**src/rtl/permute_stream_if.sv**
```systemverilog
// Line-stream bundle for permute_stream: upstream line handshake plus downstream result handshake.
// master drives lines in and accepts results; slave is the permuter itself.
interface permute_stream_if #(
  parameter int unsigned W = 25
);
  logic         in_valid;
  logic         in_ready;
  logic [W-1:0] in_line;
  logic [2:0]   passes;
  logic         inverse;
  logic         out_valid;
  logic         out_ready;
  logic [W-1:0] out_line;
  logic         out_last;

  modport master (
    output in_valid, in_line, passes, inverse, out_ready,
    input  in_ready, out_valid, out_line, out_last
  );

  modport slave (
    input  in_valid, in_line, passes, inverse, out_ready,
    output in_ready, out_valid, out_line, out_last
  );
endinterface

```
**src/rtl/permute_stream.sv**
```systemverilog
// Streaming Keccak-style pi permuter: 0-7 pi steps per line, result held until accepted, frame counting.
// PERMUTE_INVERSE_EN: when defined, the per-line inverse flag selects the inverse pi map.
module permute_stream #(
  parameter int unsigned N      = 5,
  parameter int unsigned SLICES = 64,
  parameter int unsigned CNT_W  = 7
) (
  input  logic             clk,
  input  logic             rst,
  permute_stream_if.slave  bus,
  output logic [CNT_W-1:0] line_cnt,
  output logic             frame_done,
  output logic             busy
);

  localparam int unsigned W     = N * N;
  localparam int unsigned IDX_W = (W > 1) ? $clog2(W) : 1;

  typedef enum logic [1:0] {IDLE, PERM, HOLD} state_t;

  state_t         state;
  logic [W-1:0]   data_q;
  logic [2:0]     left_q;
  logic           out_valid_q;
  logic           in_hs_c;
  logic           out_hs_c;
  logic           last_c;

  // out(x,y) = in((x+3y) mod N, x)
  function automatic logic [W-1:0] pi_fwd(input logic [W-1:0] d);
    logic [W-1:0] r;
    r = '0;
    for (int unsigned y = 0; y < N; y++) begin
      for (int unsigned x = 0; x < N; x++) begin
        r[IDX_W'(x + N * y)] = d[IDX_W'(((x + 3 * y) % N) + N * x)];
      end
    end
    return r;
  endfunction

`ifdef PERMUTE_INVERSE_EN
  function automatic int unsigned calc_inv3(input int unsigned n);
    int unsigned r;
    r = 0;
    for (int unsigned k = 1; k < n; k++) begin
      if (((3 * k) % n == 1) && (r == 0)) r = k;
    end
    return r;
  endfunction

  localparam int unsigned INV3 = calc_inv3(N);

  // out(x,y) = in(y, ((x-y)*inv3) mod N); x-y+N stays non-negative
  function automatic logic [W-1:0] pi_inv(input logic [W-1:0] d);
    logic [W-1:0] r;
    r = '0;
    for (int unsigned y = 0; y < N; y++) begin
      for (int unsigned x = 0; x < N; x++) begin
        r[IDX_W'(x + N * y)] = d[IDX_W'(y + N * (((x + N - y) * INV3) % N))];
      end
    end
    return r;
  endfunction

  logic inv_q;
`else
  logic unused_inverse;
  assign unused_inverse = bus.inverse;
`endif

  assign bus.in_ready  = (state == IDLE) || ((state == HOLD) && bus.out_ready);
  assign bus.out_valid = out_valid_q;
  assign bus.out_line  = data_q;
  assign last_c        = (line_cnt == CNT_W'(SLICES - 1));
  assign bus.out_last  = out_valid_q && last_c;
  assign in_hs_c       = bus.in_valid && bus.in_ready;
  assign out_hs_c      = out_valid_q && bus.out_ready;

  // FSM, datapath and frame counter
  always_ff @(posedge clk or negedge rst) begin
    if (!rst) begin
      state       <= IDLE;
      data_q      <= '0;
      left_q      <= '0;
      out_valid_q <= 1'b0;
      busy        <= 1'b0;
      line_cnt    <= '0;
      frame_done  <= 1'b0;
`ifdef PERMUTE_INVERSE_EN
      inv_q       <= 1'b0;
`endif
    end else begin
      frame_done <= 1'b0;
      if (out_hs_c) begin
        if (last_c) begin
          line_cnt   <= '0;
          frame_done <= 1'b1;
        end else begin
          line_cnt <= line_cnt + CNT_W'(1);
        end
      end

      case (state)
        IDLE, HOLD: begin
          if (in_hs_c) begin
            data_q <= bus.in_line;
            left_q <= bus.passes;
            busy   <= 1'b1;
`ifdef PERMUTE_INVERSE_EN
            inv_q  <= bus.inverse;
`endif
            if (bus.passes != 3'd0) begin
              state       <= PERM;
              out_valid_q <= 1'b0;
            end else begin
              state       <= HOLD;
              out_valid_q <= 1'b1;
            end
          end else if ((state == HOLD) && out_hs_c) begin
            state       <= IDLE;
            out_valid_q <= 1'b0;
            busy        <= 1'b0;
          end
        end
        PERM: begin
`ifdef PERMUTE_INVERSE_EN
          data_q <= inv_q ? pi_inv(data_q) : pi_fwd(data_q);
`else
          data_q <= pi_fwd(data_q);
`endif
          left_q <= left_q - 3'd1;
          if (left_q == 3'd1) begin
            state       <= HOLD;
            out_valid_q <= 1'b1;
          end
        end
        default: begin
          state       <= IDLE;
          out_valid_q <= 1'b0;
          busy        <= 1'b0;
        end
      endcase
    end
  end

endmodule
```
**src/flat_wrapper.sv**
```systemverilog
// flat-port wrapper written by rule: the top's interface ports become plain ports
module permute_stream_flat 
#(
  parameter int unsigned N      = 5,
  parameter int unsigned SLICES = 64,
  parameter int unsigned CNT_W  = 7
)
  (clk, rst, line_cnt, frame_done, busy, bus_in_valid, bus_in_line, bus_passes, bus_inverse, bus_out_ready, bus_in_ready, bus_out_valid, bus_out_line, bus_out_last);
  permute_stream_if bus_i ();
  input  logic clk;
  input  logic rst;
  output logic [CNT_W-1:0] line_cnt;
  output logic frame_done;
  output logic busy;
  input wire logic [$bits(bus_i.in_valid)-1:0] bus_in_valid;
  input wire logic [$bits(bus_i.in_line)-1:0] bus_in_line;
  input wire logic [$bits(bus_i.passes)-1:0] bus_passes;
  input wire logic [$bits(bus_i.inverse)-1:0] bus_inverse;
  input wire logic [$bits(bus_i.out_ready)-1:0] bus_out_ready;
  output wire logic [$bits(bus_i.in_ready)-1:0] bus_in_ready;
  output wire logic [$bits(bus_i.out_valid)-1:0] bus_out_valid;
  output wire logic [$bits(bus_i.out_line)-1:0] bus_out_line;
  output wire logic [$bits(bus_i.out_last)-1:0] bus_out_last;
  assign bus_i.in_valid = bus_in_valid;
  assign bus_i.in_line = bus_in_line;
  assign bus_i.passes = bus_passes;
  assign bus_i.inverse = bus_inverse;
  assign bus_i.out_ready = bus_out_ready;
  assign bus_in_ready = bus_i.in_ready;
  assign bus_out_valid = bus_i.out_valid;
  assign bus_out_line = bus_i.out_line;
  assign bus_out_last = bus_i.out_last;
  permute_stream #(.N(N), .SLICES(SLICES), .CNT_W(CNT_W)) u_core (.clk(clk), .rst(rst), .bus(bus_i), .line_cnt(line_cnt), .frame_done(frame_done), .busy(busy));
endmodule
```
**config.mk**
```make
export PLATFORM = sky130hd
export DESIGN_NAME = permute_stream_flat
export DESIGN_NICKNAME = d
export VERILOG_FILES = /design/src/rtl/permute_stream_if.sv /design/src/rtl/permute_stream.sv /design/src/flat_wrapper.sv
export SDC_FILE = /design/constraint.sdc
export NUM_CORES = 1
export LEC_CHECK = 0
export BUFFER_PORTS_ARGS = -buffer_cell sky130_fd_sc_hd__buf_2
export CORE_ASPECT_RATIO = 0.75
export CORE_UTILIZATION = 51
export DETAILED_ROUTE_END_ITERATION = 10
export PLACE_DENSITY = 0.87
export SLEW_MARGIN = 5
export SYNTH_ARGS = -nofsm -noshare
export SYNTH_HDL_FRONTEND = slang
export SYNTH_SLANG_ARGS = --single-unit
```
**constraint.sdc**
```tcl
create_clock -name clk -period 2.5 [get_ports clk]
set_input_delay 0.375 -clock clk [delete_from_list [all_inputs] [get_ports clk]]
set_output_delay 0.375 -clock clk [all_outputs]
set_load 0.02 [all_outputs]
```
==> impl_results.md <==
- Via Count: 1553
- TritonCTS clock tree: built
- Worst flop-to-flop path startpoint: u_core.bus.out_valid$_DFFE_PN0P_
- Worst-Margin Slew: 978 ps
- Pre-antenna DRT Iters: 4
- CORE AREA: about 3300 sq um
- Syn_nets: around 230
- Critical path's top delay family: simple AND/OR/NAND/NOR gates
- Startpoint types: flop
- Hold_buf cts: 0
- Filler cells: around 280
- Final setup fails: 0
- Pint: ~1.7 mW
- Reg area: 976 sq um
- WL/cell: around 13 um
- Register bit total from synthesis: 39
- Grt total ovfl: 0
- Final setup TNS: 0 ps
- # nets final: about 290
- Syn Area/Cell: ~9.3 sq um
- Initial antenna violation count: 0
- Clk_skew: roughly 6 ps
- IO Count: 70
- Gate Count Post-Synth: 190
- Clk Latency, worst-skew pair: ~290 ps
- CTS H-tree lvls: 2
- FFs w/ async S/R, synth: 100%
- Vias per cell: between 5 and 6
- CTS Buf Count: 5
- CP cell instances: ha_1 > nand2_1 > nor3_1 > and2_1 > buf_2
- Post-route antenna net violation count: 0
- Tightest Hold Check Type: in -> async
- CP Class: reg -> out
- Starting Density: about 54%
- Crit path DAT: between 1500 and 2000 ps
- Sw Ratio: a little under half
- Die width: roughly 70 um
- # rows: 18
- P per Cell Area: roughly 1400 nW/um^2
- Port Buffer Count: 68
- Cell Area, Synth: 1770 sq um
- Synth warnings: 0
- Cell taking the most area after synthesis: dfrtp_1
- Clock Tree Buf Depth: 2
- Setup bufs post-CTS: 0
- Area growth from synthesis to layout: 25.3%
- Critical Path Fanout Max: 5
- Final hold slack: approximately 200 ps
- Root buffer cell: clkbuf_8
- Status: finished clean
- RSZ-0062 raised after global routing: no
- Critical Path RT: roughly 2100 ps
- Multi-input logic area: ~730 sq um
- Critical Path Sink Type: output pin
- Synth top area share: between 50% and 60%
- Antenna cell count: 0
- Pleak: around 1.1 nW
- Final wirelength: ~4000 um
- Maximum clock frequency: about 510 MHz
- Post-synth cell types: 32
- Sequential share of the synthesized area: a little under three fifths
- Clock transition at the registers of the reported paths: approximately 70 ps
- Synth Flop Type: dfrtp_1
- Tcrit/Tclk final: between 70% and 80%
- Post-synth EDFFs: 0
- Max cap viols: 0
- Global-route wire length before repair: roughly 6300 um
- Min Tclk post-route: 1980 ps
- CP max-delay cell: dfrtp_1
- Clock sink count: 39
- GRT Util Overall: roughly 22%
- Drt initial violations: between 150 and 200
- Combinational power share: 49.6%
- Area contributors post-synth: dfrtp_1 (55%), nor2_1 (7.6%), o22ai_1 (6.0%), nand3_1 (5.9%), nand2_1 (5.7%)
- Flop pwr share: between 30 and 40%
- Critical path buffers and inverters: 1
- Share of layout cells above drive strength 1: 32.2%
- Sw power: about 1.4 mW
- Final Slew Violations: 0
- GP Congestion: roughly 0.8
- DP HPWL: 2780 um
- DRC: 0
- Reg2reg setup slack: about 590 ps
- Clock network fraction of total power: a little over an eighth
- Die area: 3720 sq um
- Largest net degree at the start of global routing: 40
- Die height: between 50 and 60 um
- Max_slew headroom: about a third
- Fin. Hold Viols: 0
- Delay of the slowest critical-path stage: 400 ps
- Post_cts resized: 0
- Vias in the first global route: between 1k and 1.5k
- Worst VDD drop: 0.780 mV
- Reg-to-reg endpoint: u_core.bus.out_line[10]$_DFFE_PN0P_
- Worst reg2reg path depth: 4
-- cell usage in the layout (no fill, tap or decap) --
| cell type | netlist | final |
|---|---|---|
| o311ai_0 | 1 | 1 |
| and2_1 | 2 | 2 |
| buf_2 | 5 | 68 |
| o21ai_0 | 2 | 2 |
| xnor2_1 | 2 | 2 |
| clkbuf_8 | 0 | 6 |
| a21boi_0 | 1 | 1 |
| o2bb2ai_1 | 1 | 1 |
| dfrtp_1 | 39 | 39 |
| inv_1 | 5 | 5 |
| mux2_2 | 2 | 2 |
| and3_1 | 2 | 2 |
| nor2b_1 | 2 | 2 |
| nor3_1 | 3 | 3 |
| o211ai_1 | 2 | 2 |
| o22ai_1 | 17 | 17 |
| a2bb2oi_1 | 1 | 1 |
| a21oi_1 | 1 | 1 |
| o21ai_2 | 1 | 1 |
| clkinv_2 | 0 | 1 |
| nor2_1 | 36 | 36 |
| buf_4 | 2 | 3 |
| or2_1 | 1 | 1 |
| nand4_1 | 2 | 2 |
| ha_1 | 3 | 3 |
| nand2b_4 | 1 | 1 |
| nand2_1 | 27 | 27 |
| nor2b_4 | 1 | 1 |
| nand3_1 | 21 | 21 |
| o22a_1 | 1 | 1 |
| nand2b_1 | 2 | 2 |
| a311o_1 | 1 | 1 |
-- cell type report --
cell class | instances | share of cell area [%]
clock buffer | 6 | 3.71
clock inverter | 1 | 0.225
inverter | 5 | 0.844
multi-input combinational | 136 | 32.8
sequential | 39 | 43.9
tap | 40 | 2.25
timing repair buffer | 71 | 16.3
-- routing by layer --
layer | vias to the layer above | global-route usage (%) | wire length, um
met4 | 0 | 7.00 | 45
met5 | - | 0 | 0
met2 | 49 | 33.8 | 1750
met3 | 7 | 5.71 | 218
li1 | 791 | - | -
met1 | 706 | 31.7 | 1900
-- per-stage QoR --
stage	cell area [sq um]	power, mW	std cells	setup slack (ps)	util, %
CTS	2220	3.17	298	516	67.2
global placement	2140	2.70	291	618	64.5
finish	2220	3.15	298	523	67.2
global route	2220	3.41	298	380	67.2
floorplan	1770	2.26	190	892	-
detailed placement	2140	2.74	291	604	64.5
-- power groups by stage --
stage	Clock (mW)	Combinational [mW]	Sequential, mW
detailed placement	0	1.57	1.17
finish	0.419	1.56	1.17
global placement	0	1.53	1.17
global route	0.457	1.74	1.21
CTS	0.429	1.58	1.16
floorplan	0	0.811	1.45
-- synthesized netlist by cell type, drive strengths merged, types with 2 or more instances --
library cell and count:
ha 3, nor2 36, nand2 27, nand2b 3
xnor2 2, o211ai 2, mux2 2, buf 8
nor3 3, o22ai 17, o21ai 3, inv 5
clkbuf 2, and2 2, and3 2, nand4 2
dfrtp 39, nor2b 3, nand3 21
-- worst reg2reg max path: stages (launching register included) --
cell and delay [ps]:
dfrtp_1 430, nor2b_4 250, or2_1 780, o22ai_1 230
nor2_1 150
-- state kept, by name, indices dropped and copies added, names as in the netlist --
| signal | count |
|---|---|
| u_core.line_cnt | 7 |
| u_core.frame_done | 1 |
| u_core.bus.out_line | 25 |
| u_core.left_q | 3 |
| u_core.bus.out_valid | 1 |
| u_core.state | 1 |
| u_core.busy | 1 |
-- kinds of logic after synthesis --
kind of cell,share of synthesized area [%]
compound gates,11.1
xor+xnor,0.987
fa+ha+maj,2.12
buf+inv,3.95
flops,55.0
mux,1.27
simple gates,25.5
-- how the worst max path moves through the flow --
stage | from | to | slack [ps] | depth (start not counted)
after floorplan | u_core.line_cnt[0]$_DFFE_PN0P_ | bus_out_last | 890 | 4
after global placement | bus_out_ready | u_core.bus.out_line[12]$_DFFE_PN0P_ | 620 | 5
after detailed placement | bus_out_ready | u_core.bus.out_line[22]$_DFFE_PN0P_ | 600 | 5
after CTS | u_core.line_cnt[0]$_DFFE_PN0P_ | bus_out_last | 520 | 5
after global routing | u_core.bus.out_valid$_DFFE_PN0P_ | u_core.bus.out_line[12]$_DFFE_PN0P_ | 380 | 4
final | u_core.line_cnt[0]$_DFFE_PN0P_ | bus_out_last | 520 | 5
No activity file was read; power rests on OpenSTA's default activity.
